--- src/rtl/mqnic_rx_queue_map_req.sv ---
// RX queue mapper initiator: tags per-packet lookup requests, collects the
// out-of-order tagged responses and releases results in request order.
module mqnic_rx_queue_map_req #(
  parameter int PORTS             = 1,
  parameter int QUEUE_INDEX_WIDTH = 10,
  parameter int ID_WIDTH          = (PORTS > 1) ? $clog2(PORTS) : 1,
  parameter int DEST_WIDTH        = QUEUE_INDEX_WIDTH + 1,
  parameter int HASH_WIDTH        = 32,
  parameter int TAG_WIDTH         = 4,
  parameter int USER_WIDTH        = 16
) (
  input  logic                         clk,
  input  logic                         rst_n,

  input  logic [ID_WIDTH-1:0]          s_req_id,
  input  logic [DEST_WIDTH-1:0]        s_req_dest,
  input  logic [HASH_WIDTH-1:0]        s_req_hash,
  input  logic [USER_WIDTH-1:0]        s_req_user,
  input  logic                         s_req_valid,
  output logic                         s_req_ready,

  output logic [ID_WIDTH-1:0]          m_map_req_id,
  output logic [DEST_WIDTH-1:0]        m_map_req_dest,
  output logic [HASH_WIDTH-1:0]        m_map_req_hash,
  output logic [TAG_WIDTH-1:0]         m_map_req_tag,
  output logic                         m_map_req_valid,

  input  logic [QUEUE_INDEX_WIDTH-1:0] s_map_resp_queue,
  input  logic [TAG_WIDTH-1:0]         s_map_resp_tag,
  input  logic                         s_map_resp_valid,

  output logic [QUEUE_INDEX_WIDTH-1:0] m_queue,
  output logic [USER_WIDTH-1:0]        m_user,
  output logic                         m_valid,
  input  logic                         m_ready,

  output logic [TAG_WIDTH:0]           outstanding,
  output logic                         stat_unexp_resp
);

  localparam int DEPTH = 2 ** TAG_WIDTH;
  localparam logic [TAG_WIDTH:0] FULL = (TAG_WIDTH + 1)'(DEPTH);

  logic [TAG_WIDTH-1:0]         head;
  logic [TAG_WIDTH-1:0]         tail;
  logic [TAG_WIDTH:0]           count;
  logic [DEPTH-1:0]             pending;
  logic [DEPTH-1:0]             done;
  logic [USER_WIDTH-1:0]        ctx_mem   [DEPTH];
  logic [QUEUE_INDEX_WIDTH-1:0] queue_mem [DEPTH];

  logic accept;
  logic release_en;
  logic resp_ok;

  // NOTE: combinational blocks use blocking '=' and assign every output first, so no latch is inferred.
  always_comb begin
    accept     = s_req_valid && s_req_ready;
    release_en = done[tail] && m_ready;
    resp_ok    = s_map_resp_valid && pending[s_map_resp_tag] && !done[s_map_resp_tag];
  end

  assign s_req_ready = (count != FULL);
  assign outstanding = count;
  assign m_valid     = done[tail];
  assign m_queue     = queue_mem[tail];
  assign m_user      = ctx_mem[tail];

  // Release clears before accept sets, so a slot freed and reused in one cycle ends up pending.
  // NOTE: sequential state uses non-blocking '<=' so every register samples pre-edge values.
  always_ff @(posedge clk) begin
    if (!rst_n) begin
      head            <= '0;
      tail            <= '0;
      count           <= '0;
      pending         <= '0;
      done            <= '0;
      m_map_req_valid <= 1'b0;
      stat_unexp_resp <= 1'b0;
    end else begin
      if (resp_ok) begin
        done[s_map_resp_tag] <= 1'b1;
      end
      if (release_en) begin
        pending[tail] <= 1'b0;
        done[tail]    <= 1'b0;
        tail          <= tail + TAG_WIDTH'(1);
      end
      if (accept) begin
        pending[head] <= 1'b1;
        done[head]    <= 1'b0;
        head          <= head + TAG_WIDTH'(1);
      end
      case ({accept, release_en})
        2'b10:   count <= count + (TAG_WIDTH + 1)'(1);
        2'b01:   count <= count - (TAG_WIDTH + 1)'(1);
        default: count <= count;
      endcase
      m_map_req_valid <= accept;
      stat_unexp_resp <= s_map_resp_valid && !resp_ok;
    end
  end

  // NOTE: payload storage is not reset; the pending/done bits alone decide whether it is meaningful.
  always_ff @(posedge clk) begin
    if (accept) begin
      ctx_mem[head]  <= s_req_user;
      m_map_req_id   <= s_req_id;
      m_map_req_dest <= s_req_dest;
      m_map_req_hash <= s_req_hash;
      m_map_req_tag  <= head;
    end
    if (resp_ok) begin
      queue_mem[s_map_resp_tag] <= s_map_resp_queue;
    end
  end

endmodule

--- config.mk ---
export PLATFORM = sky130hd
export DESIGN_NAME = mqnic_rx_queue_map_req
export DESIGN_NICKNAME = d
export VERILOG_FILES = /design/src/rtl/mqnic_rx_queue_map_req.sv
export SDC_FILE = /design/constraint.sdc
export NUM_CORES = 1
export LEC_CHECK = 0
export ABC_CLOCK_PERIOD_IN_PS = 4000
export CELL_PAD_IN_SITES_DETAIL_PLACEMENT = 0
export CELL_PAD_IN_SITES_GLOBAL_PLACEMENT = 1
export CORE_MARGIN = 2
export CORE_UTILIZATION = 50
export CTS_CLUSTER_SIZE = 16
export DETAILED_ROUTE_END_ITERATION = 8
export GPL_ROUTABILITY_DRIVEN = 0
export PLACE_DENSITY = 0.87
export SLEW_MARGIN = 5
export SYNTH_ARGS = -nofsm -noshare
export SYNTH_HDL_FRONTEND = slang
export SYNTH_SLANG_ARGS = --single-unit
--- constraint.sdc ---
create_clock -name clk -period 4 [get_ports clk]
set_input_delay 0.4 -clock clk [delete_from_list [all_inputs] [get_ports clk]]
set_output_delay 0.4 -clock clk [all_outputs]
set_load 0.005 [all_outputs]
# Word-level counts from Yosys, hierarchy flattened
# Memories as Yosys holds them, arrays and structs flattened. A register that Yosys moved wholly into a read port is not among the register bits.
# Cells that the tools add are included.
# word_totals
ram_bits	416
elab_cells	73
ff_bits	95
in_bits	79
memories	2
out_inout_bits	83
# op_classes
addsub	4
n_eq_ne	3
bitwise	7
n_lt_le_gt_ge	6
n_reduce_logical	11
muxes	29
# memory_table
name	words	width	rd	rd_ports_with_merged_regs	wr	line_no	source
ctx_mem	16	16	1	1	1	49	logic [USER_WIDTH-1:0] ctx_mem [DEPTH];
queue_mem	16	10	1	1	1	50	logic [QUEUE_INDEX_WIDTH-1:0] queue_mem [DEPTH];
# op_table
op	n
$mux W16	8
$and A16 B16 Y16	3
$not A16 Y16	2
$or A16 B16 Y16	2
$mux W4	4
$lt A4 B5 Y1 const B	3
$bmux W1 S4	3
$demux W1 S4	3
$ge A4 B1 Y1 const B	3
$mux W1	10
$pmux W5 S2	1
$add A4 B1 Y4 const B	2
$logic_and A1 B1 Y1	8
$add A5 B1 Y5 const B	1
$ne A5 B5 Y1 const B	1
$sub A5 B1 Y5 const B	1
$eq A2 B1 Y1 const B	1
$eq A2 B2 Y1 const B	1
$logic_not A1 Y1	2
$reduce_bool A2 Y1	1

# Logic depth before layout (Yosys ltp)
# depth
ltp_word	12
mapped_depth	15
depth_no_buf	12

# Worst setup path before layout
# OpenSTA, ideal clock, no wires.
# synth_path
path_kind	register to register
start	register count[2], in the netlist outstanding[2]
end	register count[4], in the netlist outstanding[4]
required_time_ns	3.885
path_buffers	4
stages_incl_launch_ff	16
t_arrival_ns	3.154
slack_ns	0.731
setup_ns	0.115
synth_period_minus_slack_ns	3.269
cell_sequence	dfxtp_1 > clkbuf_1 > or3_1 > clkbuf_1 > o21a_1 > buf_2 > buf_2 > inv_2 > ha_1 > xor2_1 > ha_1 > nor3_1 > o2111a_1 > a31oi_1 > xnor2_1 > and2_1
# synth_between
elab_chain_cells	4
elab_cells_between_ends	8
cone_classes	2 x add/sub; 3 x eq/ne; 1 x mux; 2 x reduce/logical
# synth_lines
item	line_no	source
start: declaration	46	logic [TAG_WIDTH:0] count;
start signal: assignment	95	2'b10: count <= count + (TAG_WIDTH + 1)'(1);
start signal: assignment	96	2'b01: count <= count - (TAG_WIDTH + 1)'(1);
start signal: assignment	97	default: count <= count;
$ne A5 B5 Y1 *	63	assign s_req_ready = (count != FULL);
$logic_and A1 B1 Y1 *	58	accept = s_req_valid && s_req_ready;
via accept	52	logic accept;
$eq A2 B1 Y1 / $eq A2 B2 Y1 (equally long branches)	94	case ({accept, release_en})
$pmux W5 S2 / $reduce_bool A2 Y1 (equally long branches)	--	
# The timed path passes the listed nets; every way through them passes the cells marked *.
# A chain may end at the register's enable or synchronous reset.

==> summary.txt <==
Outcome
  • Status: finished clean

Yosys
  • Mapped Avg Cell Area: just over 20 um^2
  • Share of the synthesized area in the top cell type: 69.9%
  • Top FF cell, synth: edfxtp_1
  • Share of synthesized flip-flops with an asynchronous set or reset: 0%
  • Number of synthesized flops with an enable pin: 464
  • Most frequent cell after synthesis: edfxtp_1
  • Ys Warns: 0
  • Cell taking the most area after synthesis: edfxtp_1
  • Top post-synthesis cells by area: edfxtp_1, mux4_2, dfxtp_1
  • Post-synthesis cell count: 961
  • Register bit total from synthesis: 515
  • Mapped Nets: 1051
  • Synth cell types: 55
  • Most frequent cells after synthesis: edfxtp_1, mux4_2, dfxtp_1
  • Post-synthesis cell area: ~20000 um^2
  • Sequential area share after synthesis: 75.0%

Power
  • Leak: 7.56 nW
  • Cell Pwr Density: 455 nW/um^2
  • Peak VDD IR: 0.332 mV

STA
  • Final Hold Fails: 0
  • Max Freq: 274 MHz
  • Fin Setup TNS: 0 ns
  • Final Max Slew Viols: 0
  • Worst slew pin tran: 1.05 ns
  • Setup violators final: 0
  • Min Tclk post-route: about 3.6 ns
  • Layout Skew: 0.0225 ns
  • Period utilization: roughly nine tenths
  • Worst rel slew slack: 30.2%
  • RSZ-0062 raised after global routing: false

Placed design
  • Buffers added on ports: around 160
  • DP Wirelength: 25800 um
  • Placed cells: 1626

Detailed routing
  • WL met3: around 3800 um
  • Uppermost layer routed: met4
  • Metal2 WL: 21600 um
  • Drt pass-1 iters: 7
  • DRT antenna net count: 0
  • DRC viols: 0
  • Avg WL per Cell: 25.4 um
  • DR vias: 10200
  • Vias per std cell: between 5 and 6
  • Met1 WL: 16900 um
  • Final WL: 43600 um
  • DRT iter0 DRCs: between 900 and 1000

Setup path
  • Worst Reg-to-Reg Cells: 12
  • Crit path largest cell delay: about 0.76 ns
  • R2r startpoint: tail[1]
  • Req. time, crit path: 3.60 ns
  • Critical path class: register to primary output
  • RR Endpoint: outstanding[4]
  • Worst path cell trace: buf_12 -> mux4_2 -> mux4_2 -> clkdlybuf4s50_1
  • Worst setup EP type: primary output
  • Critical Path AT: around 3.2 ns
  • Startpoint types: register
  • Critical Path Fanout Max: 28
  • CP max stage cell: dfxtp_4
  • Most used cell, CP: mux4_2
  • Flop-to-flop setup slack: approximately 0.74 ns

Clocking
  • Post-CTS Setup Bufs: 0
  • H-tree depth: 2
  • CTS root buf: clkbuf_16
  • Sinks on the clock net: 515
  • Clock transition at path regs: 0.06 ns
  • PostCTS Resize Cnt: 0
  • Number of CTS-inserted buffers: 49
  • TritonCTS clock tree: yes
  • Max clock buf depth: 3
  • Clk_lat worst skew: 0.59 ns
  • Hold Buf Count CTS: 0

Die
  • Die Wd: 204 um
  • Site row count: between 70 and 80
  • Die Y: 204 um
  • Core Area: 39500 um^2
  • Io pins: about 160
  • Starting Density: 50.4%
  • Die Area: around 41000 um^2

Min path
  • Worst hold path depth: 1
  • Hold Path Sink: m_map_req_dest[10]
  • Hold Crit Class: input pin to register
  • Min-delay src: s_req_dest[10]

Cells and area
  • Synthesis-to-finish area growth: 19.8%
  • Share of cells above drive strength 1: 22.0%
  • NumNets Final: 1242
  • Post-Layout Cell Count: around 1700
  • Antenna diodes: 0

Global routing
  • Initial antenna violation count: 0
  • GRT Overall Usage: 21.5%
  • Number of global-route vias before repair: 10500
  • Global route total overflow: 0
  • Largest net degree at the start of global routing: 54
  • First-pass GRT wire length: about 65000 um

Flow run
  • Max cap viols: 0
==> cells by family after synthesis <==
group	after synthesis	share of synthesized area, %
DFF	515	75.0
muxes	153	16.3
and+or+nand+nor	135	3.56
AOI/OAI and AO/OA	70	2.73
buffers and inverters	70	1.43
adders and majority gates	11	0.690
xor gates and xnor gates	7	0.307
==> how the worst max path moves through the flow <==
stage,start,to,cells after the start
after CTS,register,m_user[9],4
after floorplan,outstanding[2],outstanding[4],15
after global routing,register,m_user[4],4
after detailed placement,s_map_resp_tag[0],queue_mem[4][9],4
final,register,m_user[4],4
after global placement,tail[1],outstanding[4],12
==> layout by cell type (no fill, tap or decap), drive strengths merged, types with 3 or more instances in the layout <==
cell and n:
o21a 5, o2111a 12, clkinvlp 3, or3 5, edfxtp 464, o211ai 3, a21boi 10, or2 5
a21oi 6, ha 11, clkbuf 59, clkdlybuf4s50 161, nor3 9, and2 7, xnor2 6, mux2i 6
bufinv 4, nor2 33, nand4 5, o21ai 15, a31oi 5, inv 21, nor2b 10, clkinv 23
o221ai 3, mux4 136, nand2 26, nand2b 6, mux2 11, buf 29, dfxtp 51, nand3 20
==> per-layer routing <==
| metal | up-vias | global-route usage [%] |
|---|---|---|
| li1 | 4340 | - |
| met1 | 5247 | 28.5 |
| met2 | 509 | 35.3 |
| met3 | 88 | 5.11 |
| met4 | 0 | 7.46 |
| met5 | - | 0 |
==> critical path, delay by kind of cell (launching register included) <==
family                 cells  cell delay, ns
multiplexers               2            1.06
buffers and inverters      2            0.78
flip-flops                 1            0.76
==> area by class of cell <==
type / count / area [um^2]
fill: 2679 / 15700
clock buffer: 59 / 1290
clock inverter: 31 / 274
tap: 525 / 657
timing repair buffer: 190 / 1920
sequential: 515 / 15000
multi-input combinational: 376 / 4710
inverter: 20 / 75.1
==> power by group <==
group | switching (mW) | total, mW | internal, mW
clock network | 1.94 | 4.51 | 2.57
registers | 0.0266 | 5.96 | 5.94
logic | 0.202 | 0.409 | 0.207
==> through the flow <==
step	total power, mW	setup WS [ns]	cell area, um^2	util [%]	hold WS [ns]
final	10.9	0.357	23900	60.4	0.380
after global routing	11.2	0.211	23900	60.4	0.363
after CTS	11.0	0.291	23900	60.4	0.360
after detailed placement	6.49	0.752	22300	56.5	0.447
after global placement	6.48	0.844	22300	56.5	0.441
after floorplan	6.21	0.731	19900	-	0.406
==> flip-flops by register name, summed over array words and instances (netlist names), 5 cells and up, named ones only <==
name            count
queue_mem         160
done               16
m_map_req_dest     11
m_map_req_hash     32
outstanding         5
pending            16
ctx_mem           256
Power figures use the tool's default switching activity.
